**src/rtl/stage_mem.sv**
```systemverilog
// RV32I memory-access stage: splits each load/store into 1, 2 or 4 little-endian
// byte transfers on a req/ack port and stalls the pipeline until the access is done.
module stage_mem (
  input  logic        clk,
  input  logic        rst,
  input  logic        rdy,
  input  logic [6:0]  opcode_i,
  input  logic [2:0]  func3_i,
  input  logic [31:0] mem_addr_i,
  input  logic [31:0] wdata_i,
  input  logic [4:0]  wd_i,
  input  logic        wreg_i,
  output logic        mem_req_o,
  output logic        mem_we_o,
  output logic [31:0] mem_addr_o,
  output logic [7:0]  mem_wbyte_o,
  input  logic        mem_ack_i,
  input  logic [7:0]  mem_rbyte_i,
  output logic        stall_req_o,
  output logic [4:0]  wd_o,
  output logic        wreg_o,
  output logic [31:0] wdata_o
);

  localparam logic [6:0] L_OP   = 7'b0000011;
  localparam logic [6:0] S_OP   = 7'b0100011;
  localparam logic [2:0] F3_B   = 3'b000;
  localparam logic [2:0] F3_H   = 3'b001;
  localparam logic [2:0] F3_W   = 3'b010;
  localparam logic [2:0] F3_BU  = 3'b100;
  localparam logic [2:0] F3_HU  = 3'b101;

  typedef enum logic [1:0] {IDLE, ACCESS, DONE} state_t;

  state_t      state;
  logic [1:0]  k;
  logic [31:0] rbuf;

  logic        is_lop, is_sop;
  logic        load_ok, store_ok, valid_op;
  logic [1:0]  k_last;
  logic [31:0] load_res;

  assign is_lop   = (opcode_i == L_OP);
  assign is_sop   = (opcode_i == S_OP);
  assign load_ok  = is_lop && (func3_i == F3_B || func3_i == F3_H || func3_i == F3_W ||
                               func3_i == F3_BU || func3_i == F3_HU);
  assign store_ok = is_sop && (func3_i == F3_B || func3_i == F3_H || func3_i == F3_W);
  assign valid_op = load_ok || store_ok;

  // Index of the final byte: 0, 1 or 3 for byte, half and word accesses.
  always_comb begin
    case (func3_i[1:0])
      2'b00:   k_last = 2'd0;
      2'b01:   k_last = 2'd1;
      default: k_last = 2'd3;
    endcase
  end

  always_comb begin
    case (func3_i)
      F3_B:    load_res = {{24{rbuf[7]}}, rbuf[7:0]};
      F3_H:    load_res = {{16{rbuf[15]}}, rbuf[15:0]};
      F3_W:    load_res = rbuf;
      F3_BU:   load_res = {24'b0, rbuf[7:0]};
      F3_HU:   load_res = {16'b0, rbuf[15:0]};
      default: load_res = 32'b0;
    endcase
  end

  always_ff @(posedge clk) begin
    if (rst) begin
      state <= IDLE;
      k     <= 2'd0;
      rbuf  <= 32'b0;
    end else if (rdy) begin
      case (state)
        IDLE: begin
          if (valid_op) begin
            state <= ACCESS;
            k     <= 2'd0;
            rbuf  <= 32'b0;
          end
        end
        ACCESS: begin
          if (mem_ack_i) begin
            if (load_ok) rbuf[{k, 3'b000} +: 8] <= mem_rbyte_i;
            if (k == k_last) state <= DONE;
            else             k     <= k + 2'd1;
          end
        end
        DONE:    state <= IDLE;
        default: state <= IDLE;
      endcase
    end
  end

  // Outputs are combinational off the state so passthrough and the reset
  // blanking both take effect in the same cycle.
  always_comb begin
    mem_req_o   = 1'b0;
    mem_we_o    = 1'b0;
    mem_addr_o  = 32'b0;
    mem_wbyte_o = 8'b0;
    stall_req_o = 1'b0;
    wd_o        = 5'b0;
    wreg_o      = 1'b0;
    wdata_o     = 32'b0;
    if (!rst) begin
      wd_o   = wd_i;
      wreg_o = wreg_i;
      case (state)
        IDLE: begin
          if (valid_op)                  stall_req_o = 1'b1;
          else if (!(is_lop || is_sop))  wdata_o     = wdata_i;
        end
        ACCESS: begin
          mem_req_o   = 1'b1;
          mem_we_o    = is_sop;
          mem_addr_o  = mem_addr_i + {30'b0, k};
          mem_wbyte_o = wdata_i[{k, 3'b000} +: 8];
          stall_req_o = 1'b1;
        end
        DONE:    wdata_o = load_ok ? load_res : 32'b0;
        default: ;
      endcase
    end
  end

endmodule

```
**config.mk**
```make
export PLATFORM = sky130hd
export DESIGN_NAME = stage_mem
export DESIGN_NICKNAME = d
export VERILOG_FILES = /design/src/rtl/stage_mem.sv
export SDC_FILE = /design/constraint.sdc
export NUM_CORES = 1
export LEC_CHECK = 0
export CAP_MARGIN = 20
export CORE_MARGIN = 4
export CORE_UTILIZATION = 30
export DETAILED_ROUTE_END_ITERATION = 8
export GPL_TIMING_DRIVEN = 0
export PLACE_DENSITY = 0.7
export SYNTH_ARGS = -nofsm -noshare
export SYNTH_HDL_FRONTEND = slang
export SYNTH_SLANG_ARGS = --single-unit
```
**constraint.sdc**
```tcl
create_clock -name clk -period 4.2 [get_ports clk]
set_input_delay 0.63 -clock clk [delete_from_list [all_inputs] [get_ports clk]]
set_output_delay 0.63 -clock clk [all_outputs]
set_load 0.005 [all_outputs]
```
## Word-level counts from Yosys, hierarchy flattened

Cells that the tools add are included.

- Register bits after elaboration: 36
- Input port bits: 92
- Output and inout port bits: 81
- Word-level logic and storage cells: 72

- Add/subtract/negate cells: 3
- Equality and inequality tests: 15
- Shift operators: 3
- Muxes and demuxes: 33
- Reductions and logical operators: 15

Operators with widths:

| operator | count |
|---|---|
| $mux 32 | 9 |
| $pmux 32 s5 | 1 |
| $pmux 32 s2 | 2 |
| $add 32x2->32 | 1 |
| $bwmux 32 | 1 |
| $shift 8x7->32 const A | 1 |
| $shiftx 32x6->8 | 1 |
| $shiftx 8x7->32 | 1 |
| $mux 8 | 2 |
| $mux 2 | 6 |
| $pmux 2 s2 | 3 |
| $ne 2x2->1 const B | 5 |
| $reduce_and 5->1 | 2 |
| $eq 7x2->1 const B | 1 |
| $eq 7x6->1 const B | 1 |
| $mux 1 | 7 |
| $neg 5->7 | 1 |
| $eq 3x3->1 const B | 2 |
| $logic_or 1x1->1 | 6 |
| $mux 5 | 1 |
| $eq 2x1->1 const B | 2 |
| $logic_not 2->1 | 2 |
| $reduce_and 4->1 | 1 |
| $eq 3x1->1 const B | 1 |
| 8 further kinds | 9 |

## Longest topological paths before layout

Gate-level depths: netlist (run 1).

- Depth in word-level cells: 10
- Mapped depth: 8
- Depth with buffers taken out: 6

## Least setup slack after synthesis (run 1)

OpenSTA, ideal clock, no wires.

- Path type: in2out
- Start: input port mem_addr_i[0]
- End: output port mem_addr_o[22]
- Data arrival time: 2.097 ns
- Required time: 3.570 ns
- Path slack: 1.473 ns
- Stages: 7
- Path buffers: 1
- Cells stage by stage: ha_1 -> fa_1 -> and3_1 -> nand4_1 -> clkbuf_1 -> or4_1 -> a21oi_1

- Word-level cells in the longest chain between the ends: 3

Ends and longest elaborated chain:

| item | line | source |
|---|---|---|
| start, declared | 9 | `input logic [31:0] mem_addr_i,` |
| $add 32x2->32 | 120 | `mem_addr_o = mem_addr_i + {30'b0, k};` |
| $mux 32 | 112 | `case (state)` |
| $mux 32 | 109 | `if (!rst) begin` |
| end, declared | 15 | `output logic [31:0] mem_addr_o,` |

Every way passes these cells.

## Final worst setup path (run 1)

Ends and elaborated chain as after synthesis.

==> impl_results.rst, run 1 <==
.. list-table::
   :header-rows: 1

   * - Metric
     - Value
   * - Maximum capacitance violations
     - 0
   * - Maximum level of the CTS H-tree
     - 2
   * - RSZ-0062 raised after global routing
     - false
   * - Count of placed standard cells in the final layout, fillers left out
     - 881
   * - Final max-slew violation count
     - 0
   * - Drt via density
     - 5.45
   * - Post-DP Area
     - 0.00588 mm^2
   * - Violation count after the first detailed-routing iteration
     - 404
   * - Total track usage
     - 19.8%
   * - Total number of yosys warnings
     - 0
   * - Share of the synthesized area in the top cell type
     - 18.2%
   * - Share of synthesized area occupied by flip-flops and latches
     - 18.2%
   * - Post CTS Setup Buffer Count
     - 0
   * - Clock buffer count from CTS
     - 5
   * - Portion of netlist area occupied by mux cells
     - 15.5%
   * - Count of buffers inserted at the top-level ports
     - 170
   * - Dominant combinational cell family by area after synthesis
     - simple AND/OR/NAND/NOR gates
   * - Buffers from clock root to sink, at most
     - 2
   * - Leakage component of the power
     - 2.00 nW
   * - Placed insts
     - 873
   * - First-pass GRT wire length
     - 23.9 mm
   * - Count of hold buffers inserted by post-cts repair
     - 0
   * - Origin of the worst min-delay path
     - rbuf[10]
   * - Total of flip-flops plus latches after synthesis
     - 36
   * - Largest net degree at the start of global routing
     - 13
   * - Setup tns final
     - 0 ns
   * - Maximum achievable frequency
     - 250 MHz
   * - Synth Cell Area
     - 0.00396 mm^2
   * - TritonCTS clock tree
     - built
   * - Hold violation total from the final report
     - 0
   * - Post-route total power
     - 1.02 mW
   * - Power density cells
     - 169 mW/mm^2
   * - Post-synthesis area per instance
     - 7.46 um^2
   * - Compound-gate portion of the synthesized area
     - 17.8%
   * - Number of cells upsized or downsized after cts
     - 0
   * - Most frequently used flop master after synthesis
     - sky130_fd_sc_hd__dfxtp_1
   * - Die Y
     - 123 um
   * - Die Footprint
     - 0.0151 mm^2
   * - Worst Setup SP
     - mem_addr_i[0]
   * - Tightest Pin Transition
     - 0.810 ns
   * - Endpoint arrival time on the critical path
     - 3.38 ns
   * - Status
     - completed
   * - Core Region
     - 0.0128 mm^2
   * - Maximum fanout count along the critical path
     - 10
   * - Net count reported at finish
     - 807
   * - Initial standard-cell utilization of the core
     - 31.0%
   * - Overall overflow remaining after global route
     - 0
   * - Final Wtd Congestion
     - 0.941
   * - Post-synthesis xor/xnor area fraction
     - 1.99%
   * - IR drop worst, VDD
     - 0.183 mV
   * - Number of placed I/O pins
     - 173
   * - Share of synthesized cell area in and, or, nand and nor gates
     - 39.5%
   * - Post-synth ARST share
     - 0%
   * - Hold Worst Slack
     - 0.471 ns
   * - Gate count of the mapped netlist
     - 531
   * - Worst reg2reg path startpoint
     - k[1]
   * - Startpoint type of the worst setup path
     - input port
   * - Row Count
     - 41
   * - Cell type with the largest total area after synthesis
     - sky130_fd_sc_hd__dfxtp_1
   * - Reg-to-reg setup timing slack
     - 1.28 ns
   * - Synth unique cells
     - 60
   * - Post-DP HPWL
     - 12.7 mm
   * - Category of the worst setup path capture point
     - primary output
   * - Overall via count from detail_route
     - 4799
   * - Post-synth EDFFs
     - 0
   * - Start-to-end type of the worst setup path
     - in2out
   * - Data required time of the worst path
     - 3.57 ns
   * - Final cycle utilization of the critical path
     - 95.4%
   * - Layout Utilization
     - 47.4%
   * - Arithmetic-cell share of the synthesized area counting full adders, half adders and majority gates
     - 2.40%
   * - Via count of the first global-routing pass
     - 4542
   * - Worst skew pair latency
     - 0.28 ns
   * - Worst Slack Setup Final
     - 0.192 ns
   * - Setup-failing EPs final
     - 0
   * - CTS clk-pin slew, worst paths
     - 0.05 ns
   * - Clock root buffer master
     - sky130_fd_sc_hd__clkbuf_16
   * - Antenna violations before repair
     - 0
   * - Post-synth net total
     - 630
   * - Headroom to the max-slew limit
     - 45.6%
   * - Pre-CTS setup slack
     - 0.140 ns
   * - Antenna diodes
     - 0
   * - DRC errors left
     - 0
   * - Worst-case clock skew
     - 0.00400 ns
   * - Time the worst path needs with I/O delays and setup
     - 4.01 ns
   * - Final ANT Viol Nets
     - 0
   * - Area growth from synthesis to layout
     - 52.8%
   * - Main area contributors after synthesis
     - sky130_fd_sc_hd__dfxtp_1, sky130_fd_sc_hd__mux2i_1, sky130_fd_sc_hd__nand2_1, sky130_fd_sc_hd__nand2b_1, sky130_fd_sc_hd__a21oi_1
   * - Type of the worst min-delay path
     - reg2reg
   * - Final wirelength
     - 15.6 mm
   * - Final standard cell area without fillers
     - 0.00605 mm^2
   * - 1st-pass router iterations
     - 5
   * - Width of the die
     - 123 um
   * - Fraction of final layout cells with drive strength greater than 1
     - 7.62%
   * - Clock sink count
     - 36
   * - Average detailed-routed wire length per instance
     - 17.7 um
cells in the final DEF, fill, tap and decap left out, types with 16 or more instances in the layout:
master	count
sky130_fd_sc_hd__clkdlybuf4s50_1	170
sky130_fd_sc_hd__dfxtp_1	36
sky130_fd_sc_hd__nand2b_1	42
sky130_fd_sc_hd__nand2_1	91
sky130_fd_sc_hd__nor2_1	23
sky130_fd_sc_hd__o2bb2ai_1	16
sky130_fd_sc_hd__clkbuf_1	25
sky130_fd_sc_hd__a21oi_1	44
sky130_fd_sc_hd__mux2i_1	41
sky130_fd_sc_hd__nand3_1	34
power breakdown:
part	switching [mW]	total, mW	internal (mW)	leakage (nW)
Sequential	0.0000142	0.342	0.342	0.290
Clock	0.147	0.426	0.279	0.0798
Combinational	0.112	0.257	0.145	1.63
Total	0.259	1.02	0.765	2.00
critical path, cell delays in order:
cell and delay (ns):
sky130_fd_sc_hd__clkdlybuf4s50_1 0.51, sky130_fd_sc_hd__ha_1 0.22, sky130_fd_sc_hd__fa_1 0.25, sky130_fd_sc_hd__and3_1 0.25, sky130_fd_sc_hd__nand4_1 0.17, sky130_fd_sc_hd__clkbuf_1 0.23
sky130_fd_sc_hd__or4_1 0.43, sky130_fd_sc_hd__a21oi_1 0.17, sky130_fd_sc_hd__clkdlybuf4s50_1 0.52
final timing paths:
check                                      end  cells past startpoint
worst max-delay path            mem_addr_o[22]                      9
worst min-delay path                  rbuf[10]                      2
worst max register to register        rbuf[12]                      7
worst min register to register        rbuf[10]                      2
cell usage after synthesis (5+ instances only):
cell                        number
sky130_fd_sc_hd__a21boi_0        8
sky130_fd_sc_hd__a21oi_1        44
sky130_fd_sc_hd__and2_1         12
sky130_fd_sc_hd__and3_1          8
sky130_fd_sc_hd__buf_2           8
sky130_fd_sc_hd__clkbuf_1       25
sky130_fd_sc_hd__dfxtp_1        36
sky130_fd_sc_hd__ha_1            6
sky130_fd_sc_hd__mux2i_1        41
sky130_fd_sc_hd__mux4_2          8
sky130_fd_sc_hd__nand2_1        91
sky130_fd_sc_hd__nand2b_1       42
sky130_fd_sc_hd__nand3_1        34
sky130_fd_sc_hd__nand4_1        11
sky130_fd_sc_hd__nor2_1         23
sky130_fd_sc_hd__nor2b_1        15
sky130_fd_sc_hd__o211ai_1        8
sky130_fd_sc_hd__o21ai_0         6
sky130_fd_sc_hd__o2bb2ai_1      16
sky130_fd_sc_hd__or4_1           5
sky130_fd_sc_hd__xnor2_1         5
cells by family (layout without fill, tap and decap cells):
| group | Yosys count | in the layout |
|---|---|---|
| adders and majority gates | 7 | 7 |
| AOI/OAI and AO/OA | 102 | 102 |
| muxes | 51 | 51 |
| DFF | 36 | 36 |
| buffers and inverters | 44 | 222 |
| and+or+nand+nor | 282 | 282 |
| xor gates and xnor gates | 9 | 9 |
per-layer routing:
metal  global-route usage, %  part of all wire [%]  wire, um
met2                    34.3                    50      7770
met4                    4.41                   1.3       206
met1                    26.0                    42      6530
met5                       0                     0         0
met3                    3.06                   7.1      1110
cell type report:
| class | count | area (um^2) |
|---|---|---|
| multi-input cells | 451 | 3060 |
| flip-flops and latches | 36 | 721 |
| well taps | 172 | 215 |
| fillers | 1217 | 6720 |
| plain buffers | 40 | 169 |
| clock buffers | 5 | 125 |
| clock inverters | 3 | 42.5 |
| inverters | 4 | 15.0 |
| repair buffers | 170 | 1700 |
state kept, by name, summed over array words and instances (netlist names):
name and count:
rbuf 32, state 2, k 2
Note: power is estimated with default switching activity, not from simulation.
==> run 2, diff against run 1 <==
--- a/config.mk
+++ b/config.mk
@@ -7,10 +7,11 @@
 export LEC_CHECK = 0
 export CAP_MARGIN = 20
 export CORE_MARGIN = 4
-export CORE_UTILIZATION = 30
+export CORE_UTILIZATION = 47
 export DETAILED_ROUTE_END_ITERATION = 8
+export GPL_ROUTABILITY_DRIVEN = 0
 export GPL_TIMING_DRIVEN = 0
-export PLACE_DENSITY = 0.7
+export PLACE_DENSITY = 0.95
 export SYNTH_ARGS = -nofsm -noshare
 export SYNTH_HDL_FRONTEND = slang
 export SYNTH_SLANG_ARGS = --single-unit
==> impl_results.rst, run 2 (synthesized netlist as in run 1, its figures left out) <==
.. list-table::
   :header-rows: 1

   * - Metric
     - Value
   * - Clock buffer count from CTS
     - 5 (unchanged)
   * - Register name with the most flops
     - rbuf (unchanged)
   * - Commonest cells after routing, fill and taps aside
     - sky130_fd_sc_hd__clkdlybuf4s50_1, sky130_fd_sc_hd__nand2_1, sky130_fd_sc_hd__a21oi_1 (unchanged)
   * - Count of buffers inserted at the top-level ports
     - 170 (unchanged)
   * - 1st-pass router iterations
     - 5 (unchanged)
   * - Placed insts
     - 806 (was 873)
   * - Power density cells
     - 154 mW/mm^2 (was 169 mW/mm^2)
   * - Combinational group share of total power
     - 28.3% (was 25.1%)
   * - Worst Slack Setup Final
     - 0.133 ns (was 0.192 ns)
   * - Clock root buffer master
     - sky130_fd_sc_hd__clkbuf_8 (was sky130_fd_sc_hd__clkbuf_16)
   * - Row Count
     - 33 (was 41)
   * - Initial standard-cell utilization of the core
     - 48.2% (was 31.0%)
   * - Delay-heaviest family, CP
     - buffers and inverters (unchanged)
   * - Clock sink count
     - 36 (unchanged)
   * - Final standard cell area without fillers
     - 0.00591 mm^2 (was 0.00605 mm^2)
   * - Internal cell power
     - 662 uW (was 765 uW)
   * - Worst R2R End
     - rbuf[15] (was rbuf[12])
   * - Clock share of power
     - 34.2% (was 41.6%)
   * - Final max-slew violation count
     - 0 (unchanged)
   * - Final wirelength
     - 15.4 mm (was 15.6 mm)
   * - Setup tns final
     - 0 ns (unchanged)
   * - Destination of the worst hold path
     - rbuf[11] (was rbuf[10])
   * - Sequential share of power
     - 37.5% (was 33.4%)
   * - Via count of the first global-routing pass
     - 5022 (was 4542)
   * - Worst skew pair latency
     - 0.29 ns (was 0.28 ns)
   * - Setup-failing EPs final
     - 0 (unchanged)
   * - Origin of the worst min-delay path
     - rbuf[11] (was rbuf[10])
   * - Antenna violations before repair
     - 0 (unchanged)
   * - Met1 WL
     - 5.63 mm (was 6.53 mm)
   * - Endpoint arrival time on the critical path
     - 3.44 ns (was 3.38 ns)
   * - Time the worst path needs with I/O delays and setup
     - 4.07 ns (was 4.01 ns)
   * - Tightest Pin Transition
     - 0.954 ns (was 0.810 ns)
   * - Total met2 wirelength after detailed routing
     - 7.98 mm (was 7.77 mm)
   * - Most common cell type on the critical path
     - sky130_fd_sc_hd__clkdlybuf4s50_1 (unchanged)
   * - Maximum achievable frequency
     - 246 MHz (was 250 MHz)
   * - Pre-CTS setup slack
     - 0.163 ns (was 0.140 ns)
   * - Overall overflow remaining after global route
     - 0 (unchanged)
   * - Maximum level of the CTS H-tree
     - 2 (unchanged)
   * - Category of the worst setup path capture point
     - primary output (unchanged)
   * - Total track usage
     - 29.7% (was 19.8%)
   * - Hold violation total from the final report
     - 0 (unchanged)
   * - Buffers from clock root to sink, at most
     - 2 (unchanged)
   * - Worst reg2reg path startpoint
     - k[1] (unchanged)
   * - Number of cells upsized or downsized after cts
     - 0 (unchanged)
   * - Final cycle utilization of the critical path
     - 96.8% (was 95.4%)
   * - Net count reported at finish
     - 807 (unchanged)
   * - IR drop worst, VDD
     - 0.165 mV (was 0.183 mV)
   * - Headroom to the max-slew limit
     - 35.9% (was 45.6%)
   * - Die Footprint
     - 0.00996 mm^2 (was 0.0151 mm^2)
   * - Worst-path cell chain
     - clkdlybuf4s50_1 > ha_1 > fa_1 > and3_1 > nand4_1 > clkbuf_2 > or4_1 > a21oi_1 > clkdlybuf4s50_1 (was clkdlybuf4s50_1 > ha_1 > fa_1 > and3_1 > nand4_1 > clkbuf_1 > or4_1 > a21oi_1 > clkdlybuf4s50_1)
   * - Type of the worst min-delay path
     - reg2reg (unchanged)
   * - DRC errors left
     - 0 (unchanged)
   * - Overall via count from detail_route
     - 4985 (was 4799)
   * - Post-DP HPWL
     - 12.5 mm (was 12.7 mm)
   * - Drt via density
     - 6.12 (was 5.45)
   * - Maximum capacitance violations
     - 0 (unchanged)
   * - Width of the die
     - 99.8 um (was 123 um)
   * - Worst Reg-to-Reg Cells
     - 7 (unchanged)
   * - Post-DP Area
     - 0.00580 mm^2 (was 0.00588 mm^2)
   * - Maximum fanout count along the critical path
     - 10 (unchanged)
   * - Count of hold buffers inserted by post-cts repair
     - 0 (unchanged)
   * - Number of flip-flops under the largest register name
     - 32 (unchanged)
   * - Post CTS Setup Buffer Count
     - 0 (unchanged)
   * - Fraction of final layout cells with drive strength greater than 1
     - 7.76% (was 7.62%)
   * - Hold depth
     - 2 (unchanged)
   * - Leakage component of the power
     - 1.97 nW (was 2.00 nW)
   * - Most common cell after layout, fill and taps aside
     - sky130_fd_sc_hd__clkdlybuf4s50_1 (unchanged)
   * - Die Y
     - 99.8 um (was 123 um)
   * - Start-to-end type of the worst setup path
     - in2out (unchanged)
   * - Slowest Stage Delay on Critical Path
     - 0.53 ns (was 0.52 ns)
   * - Worst-path cell with the longest stage delay
     - sky130_fd_sc_hd__clkdlybuf4s50_1 (unchanged)
   * - Bufs and invs on worst path
     - 3 (unchanged)
   * - Count of placed standard cells in the final layout, fillers left out
     - 814 (was 881)
   * - Met3 WL
     - 1.39 mm (was 1.11 mm)
   * - Switching component of the power
     - 249 uW (was 259 uW)
   * - Number of placed I/O pins
     - 173 (unchanged)
   * - Largest registers
     - rbuf: 32 flops, k: 2 flops, state: 2 flops (unchanged)
   * - Top Metal Used
     - met4 (unchanged)
   * - Data required time of the worst path
     - 3.57 ns (about the same)
   * - Reg-to-reg setup timing slack
     - 1.29 ns (was 1.28 ns)
   * - Status
     - completed (unchanged)
   * - Antenna diodes
     - 0 (unchanged)
   * - RSZ-0062 raised after global routing
     - false (unchanged)
   * - Hold Worst Slack
     - 0.482 ns (was 0.471 ns)
   * - Startpoint type of the worst setup path
     - input port (unchanged)
   * - CTS clk-pin slew, worst paths
     - 0.08 ns (was 0.05 ns)
   * - Net switching fraction of the power
     - 27.3% (was 25.3%)
   * - Core Region
     - 0.00822 mm^2 (was 0.0128 mm^2)
   * - TritonCTS clock tree
     - built (unchanged)
   * - Violation count after the first detailed-routing iteration
     - 360 (was 404)
   * - First-pass GRT wire length
     - 24.5 mm (was 23.9 mm)
   * - Final ANT Viol Nets
     - 0 (unchanged)
   * - Average detailed-routed wire length per instance
     - 19.0 um (was 17.7 um)
   * - Area growth from synthesis to layout
     - 49.3% (was 52.8%)
   * - Worst-case clock skew
     - 0.00965 ns (was 0.00400 ns)
   * - Largest net degree at the start of global routing
     - 13 (unchanged)
==> run 2: worst max path at each step <==
stage,from,end,slack (ns),cells after the start
after detailed placement,mem_addr_i[0],mem_addr_o[22],0.16,9
after CTS,mem_addr_i[0],mem_addr_o[30],0.15,8
final,mem_addr_i[0],mem_addr_o[22],0.13,9
after global routing,mem_addr_i[0],mem_addr_o[22],0.02,9
after global placement,mem_addr_i[0],mem_addr_o[28],0.24,8
after floorplan,mem_addr_i[0],mem_addr_o[22],1.47,7
==> run 2: worst min-delay path, delay by kind of cell (launching register included) <==
kind / cells / cell delay, ns
mux: 1 / 0.05
flops: 1 / 0.32
simple gates: 1 / 0.06
==> run 2: through the flow <==
stage               util (%)  power, mW
global placement        70.5      0.595
finish                  72.0      0.910
CTS                     71.9      0.904
floorplan                  -      0.432
global route            72.0      0.937
detailed placement      70.5      0.602
==> run 2: layout make-up <==
cell class                 count  area [um^2]
fill                         597         2300
clock buffer                   5         68.8
inverter                       4         15.0
clock inverter                 3         42.5
sequential                    36          721
tap                          105          131
buffer                        40          170
multi-input combinational    451         3060
timing repair buffer         170         1700
==> run 2: power groups by stage <==
stage | Sequential (mW) | Clock [mW] | Combinational (mW)
6_report | 0.341 | 0.311 | 0.258
4_1_cts | 0.341 | 0.309 | 0.254
3_5_place_dp | 0.349 | 0 | 0.252
2_1_floorplan | 0.349 | 0 | 0.0830
5_1_grt | 0.341 | 0.324 | 0.273
3_3_place_gp | 0.349 | 0 | 0.246
==> run 2: layer usage <==
layer	up-vias	track usage, %
li1	2279	-
met1	2346	33.2
met2	309	56.2
met3	51	4.73
met4	0	10.8
met5	-	0
==> run 3, diff against run 2 <==
==> constraint.sdc (replaced) <==
create_clock -name clk -period 4.7 [get_ports clk]
set_input_delay 0.705 -clock clk [delete_from_list [all_inputs] [get_ports clk]]
set_output_delay 0.705 -clock clk [all_outputs]
set_load 0.005 [all_outputs]
==> impl_results.rst, run 3 (synthesized netlist as in run 1, its figures left out) <==
.. list-table::
   :header-rows: 1

   * - Metric
     - Value
   * - Worst-case clock skew
     - 0.0101 ns (was 0.00965 ns)
   * - Worst-path cell with the longest stage delay
     - sky130_fd_sc_hd__clkdlybuf4s50_1 (unchanged)
   * - First-pass GRT wire length
     - 24.5 mm (unchanged)
   * - Commonest cells after routing, fill and taps aside
     - sky130_fd_sc_hd__clkdlybuf4s50_1, sky130_fd_sc_hd__nand2_1, sky130_fd_sc_hd__a21oi_1 (unchanged)
   * - Maximum capacitance violations
     - 0 (unchanged)
   * - Final cycle utilization of the critical path
     - 90.4%
   * - Category of the worst setup path capture point
     - primary output (unchanged)
   * - Buffers from clock root to sink, at most
     - 2 (unchanged)
   * - 1st-pass router iterations
     - 5 (unchanged)
   * - Switching component of the power
     - 222 uW (was 249 uW)
   * - Post-route total power
     - 813 uW (was 910 uW)
   * - Final standard cell area without fillers
     - 0.00591 mm^2 (about the same)
   * - Worst Slack Setup Final
     - 0.452 ns (was 0.133 ns)
   * - Data required time of the worst path
     - 3.99 ns (was 3.57 ns)
   * - Start-to-end type of the worst setup path
     - in2out (unchanged)
   * - Clock root buffer master
     - sky130_fd_sc_hd__clkbuf_8 (unchanged)
   * - CTS clk-pin slew, worst paths
     - 0.08 ns (about the same)
   * - Fraction of final layout cells with drive strength greater than 1
     - 7.48% (was 7.76%)
   * - Worst skew pair latency
     - 0.29 ns (about the same)
   * - Die Y
     - 99.8 um (unchanged)
   * - Antenna diodes
     - 0 (unchanged)
   * - Register name with the most flops
     - rbuf (unchanged)
   * - Most common cell after layout, fill and taps aside
     - sky130_fd_sc_hd__clkdlybuf4s50_1 (unchanged)
   * - Number of flip-flops under the largest register name
     - 32 (unchanged)
   * - RSZ-0062 raised after global routing
     - false (unchanged)
   * - Worst Reg-to-Reg Cells
     - 7 (unchanged)
   * - DRC errors left
     - 0 (unchanged)
   * - Worst R2R End
     - rbuf[10] (was rbuf[15])
   * - Row Count
     - 33 (unchanged)
   * - Endpoint arrival time on the critical path
     - 3.54 ns (was 3.44 ns)
   * - Pre-CTS setup slack
     - 0.513 ns (was 0.163 ns)
   * - Net count reported at finish
     - 807 (unchanged)
   * - Filler Cells Inserted
     - 599 (was 597)
   * - Post CTS Setup Buffer Count
     - 0 (unchanged)
   * - Combinational group share of total power
     - 28.4% (was 28.3%)
   * - Initial standard-cell utilization of the core
     - 48.2% (unchanged)
   * - Headroom to the max-slew limit
     - 35.5% (was 35.9%)
   * - Via count of the first global-routing pass
     - 5022 (unchanged)
   * - Sequential share of power
     - 37.5% (about the same)
   * - Total track usage
     - 29.7% (unchanged)
   * - Most common cell type on the critical path
     - sky130_fd_sc_hd__clkdlybuf4s50_1 (unchanged)
   * - Width of the die
     - 99.8 um (unchanged)
   * - Post-DP Area
     - 0.00580 mm^2 (unchanged)
   * - Worst-path cell chain
     - clkdlybuf4s50_1 > ha_1 > fa_1 > and3_1 > nand4_1 > clkbuf_1 > or4_1 > a21oi_1 > clkdlybuf4s50_1 (was clkdlybuf4s50_1 > ha_1 > fa_1 > and3_1 > nand4_1 > clkbuf_2 > or4_1 > a21oi_1 > clkdlybuf4s50_1)
   * - Type of the worst min-delay path
     - reg2reg (unchanged)
   * - Worst Setup SP
     - mem_addr_i[0] (unchanged)
   * - Setup tns final
     - 0 ns (unchanged)
   * - Post-DP HPWL
     - 12.5 mm (unchanged)
   * - Tightest Pin Transition
     - 0.960 ns (was 0.954 ns)
   * - Layout Utilization
     - 71.9% (was 72.0%)
   * - Internal cell power
     - 591 uW (was 662 uW)
   * - IR drop worst, VDD
     - 0.148 mV (was 0.165 mV)
   * - Startpoint type of the worst setup path
     - input port (unchanged)
   * - Number of cells upsized or downsized after cts
     - 0 (unchanged)
   * - Final wirelength
     - 15.4 mm (about the same)
   * - Overall via count from detail_route
     - 5009 (was 4985)
   * - Clock buffer count from CTS
     - 5 (unchanged)
   * - Leakage component of the power
     - 1.97 nW (about the same)
   * - Slowest Stage Delay on Critical Path
     - 0.53 ns (about the same)
   * - Largest registers
     - rbuf: 32 flops, k: 2 flops, state: 2 flops (unchanged)
   * - Clock sink count
     - 36 (unchanged)
   * - Count of placed standard cells in the final layout, fillers left out
     - 814 (unchanged)
   * - Final max-slew violation count
     - 0 (unchanged)
   * - Clock share of power
     - 34.2% (about the same)
   * - Violation count after the first detailed-routing iteration
     - 323 (was 360)
   * - Maximum achievable frequency
     - 235 MHz
   * - Maximum fanout count along the critical path
     - 10 (unchanged)
   * - Largest net degree at the start of global routing
     - 13 (unchanged)
   * - Hold Worst Slack
     - 0.486 ns (was 0.482 ns)
   * - Power density cells
     - 138 mW/mm^2 (was 154 mW/mm^2)
   * - Reg-to-reg setup timing slack
     - 1.80 ns (was 1.29 ns)
   * - Number of placed I/O pins
     - 173 (unchanged)
   * - Core Region
     - 0.00822 mm^2 (unchanged)
   * - Count of buffers inserted at the top-level ports
     - 170 (unchanged)
   * - Maximum level of the CTS H-tree
     - 2 (unchanged)
   * - Status
     - completed (unchanged)
   * - Net switching fraction of the power
     - 27.3% (about the same)
   * - Final ANT Viol Nets
     - 0 (unchanged)
   * - Antenna violations before repair
     - 0 (unchanged)
   * - Setup-failing EPs final
     - 0 (unchanged)
   * - Worst reg2reg path startpoint
     - k[1] (unchanged)
   * - Area growth from synthesis to layout
     - 49.1% (was 49.3%)
   * - Placed insts
     - 806 (unchanged)
   * - Drt via density
     - 6.15 (was 6.12)
   * - Overall overflow remaining after global route
     - 0 (unchanged)
   * - Average detailed-routed wire length per instance
     - 19.0 um (about the same)
   * - TritonCTS clock tree
     - built (unchanged)
   * - Hold violation total from the final report
     - 0 (unchanged)
   * - Count of hold buffers inserted by post-cts repair
     - 0 (unchanged)
   * - Time the worst path needs with I/O delays and setup
     - 4.25 ns
   * - Die Footprint
     - 0.00996 mm^2 (unchanged)
   * - Setup crit end
     - mem_addr_o[22] (unchanged)
run 3: changes by cell type in the layout (fill, tap and decap cells not counted):
cell                       change
sky130_fd_sc_hd__clkbuf_1      +1
sky130_fd_sc_hd__nor4_2        -1
sky130_fd_sc_hd__nor4_1        +1
sky130_fd_sc_hd__clkbuf_2      -1
run 3: worst min-delay path by stage:
stage,slack [ns],cells past startpoint,end,startpoint
floorplan,0.44,2,rbuf[10],rbuf[10]
global placement,0.46,2,rbuf[8],rbuf[8]
detailed placement,0.46,2,rbuf[8],rbuf[8]
CTS,0.48,2,rbuf[11],rbuf[11]
global route,0.50,2,rbuf[12],rbuf[12]
finish,0.49,2,rbuf[11],rbuf[11]
run 3: worst max-delay path, delay by kind of cell:
family / cells / cell delay [ns]
AO/OA/AOI/OAI: 1 / 0.18
adder cells (fa/ha/maj): 2 / 0.50
buffers and inverters: 3 / 1.24
AND/OR/NAND/NOR: 3 / 0.91
run 3: power groups by stage:
| stage | clock network, mW | registers [mW] | logic (mW) |
|---|---|---|---|
| after CTS | 0.276 | 0.305 | 0.227 |
| after global placement | 0 | 0.312 | 0.220 |
| after detailed placement | 0 | 0.312 | 0.226 |
| after floorplan | 0 | 0.312 | 0.0742 |
| after global routing | 0.289 | 0.305 | 0.243 |
| final | 0.278 | 0.305 | 0.231 |
run 3: final cells by class:
type / count / area [um^2] / share of cell area (%)
Buffer: 40 / 169 / 2.86
Clock buffer: 5 / 68.8 / 1.17
Clock inverter: 3 / 42.5 / 0.720
Inverter: 4 / 15.0 / 0.254
Multi-Input combinational cell: 451 / 3060 / 51.8
Sequential cell: 36 / 721 / 12.2
Tap cell: 105 / 131 / 2.22
Timing Repair Buffer: 170 / 1700 / 28.8
run 3: layer usage:
metal,vias to the layer above,share of wire (%),global-route usage (%)
met5,-,0,0
met4,0,2.6,10.8
met3,43,8.5,4.73
met2,286,52,56.2
met1,2398,37,33.2
li1,2282,-,-
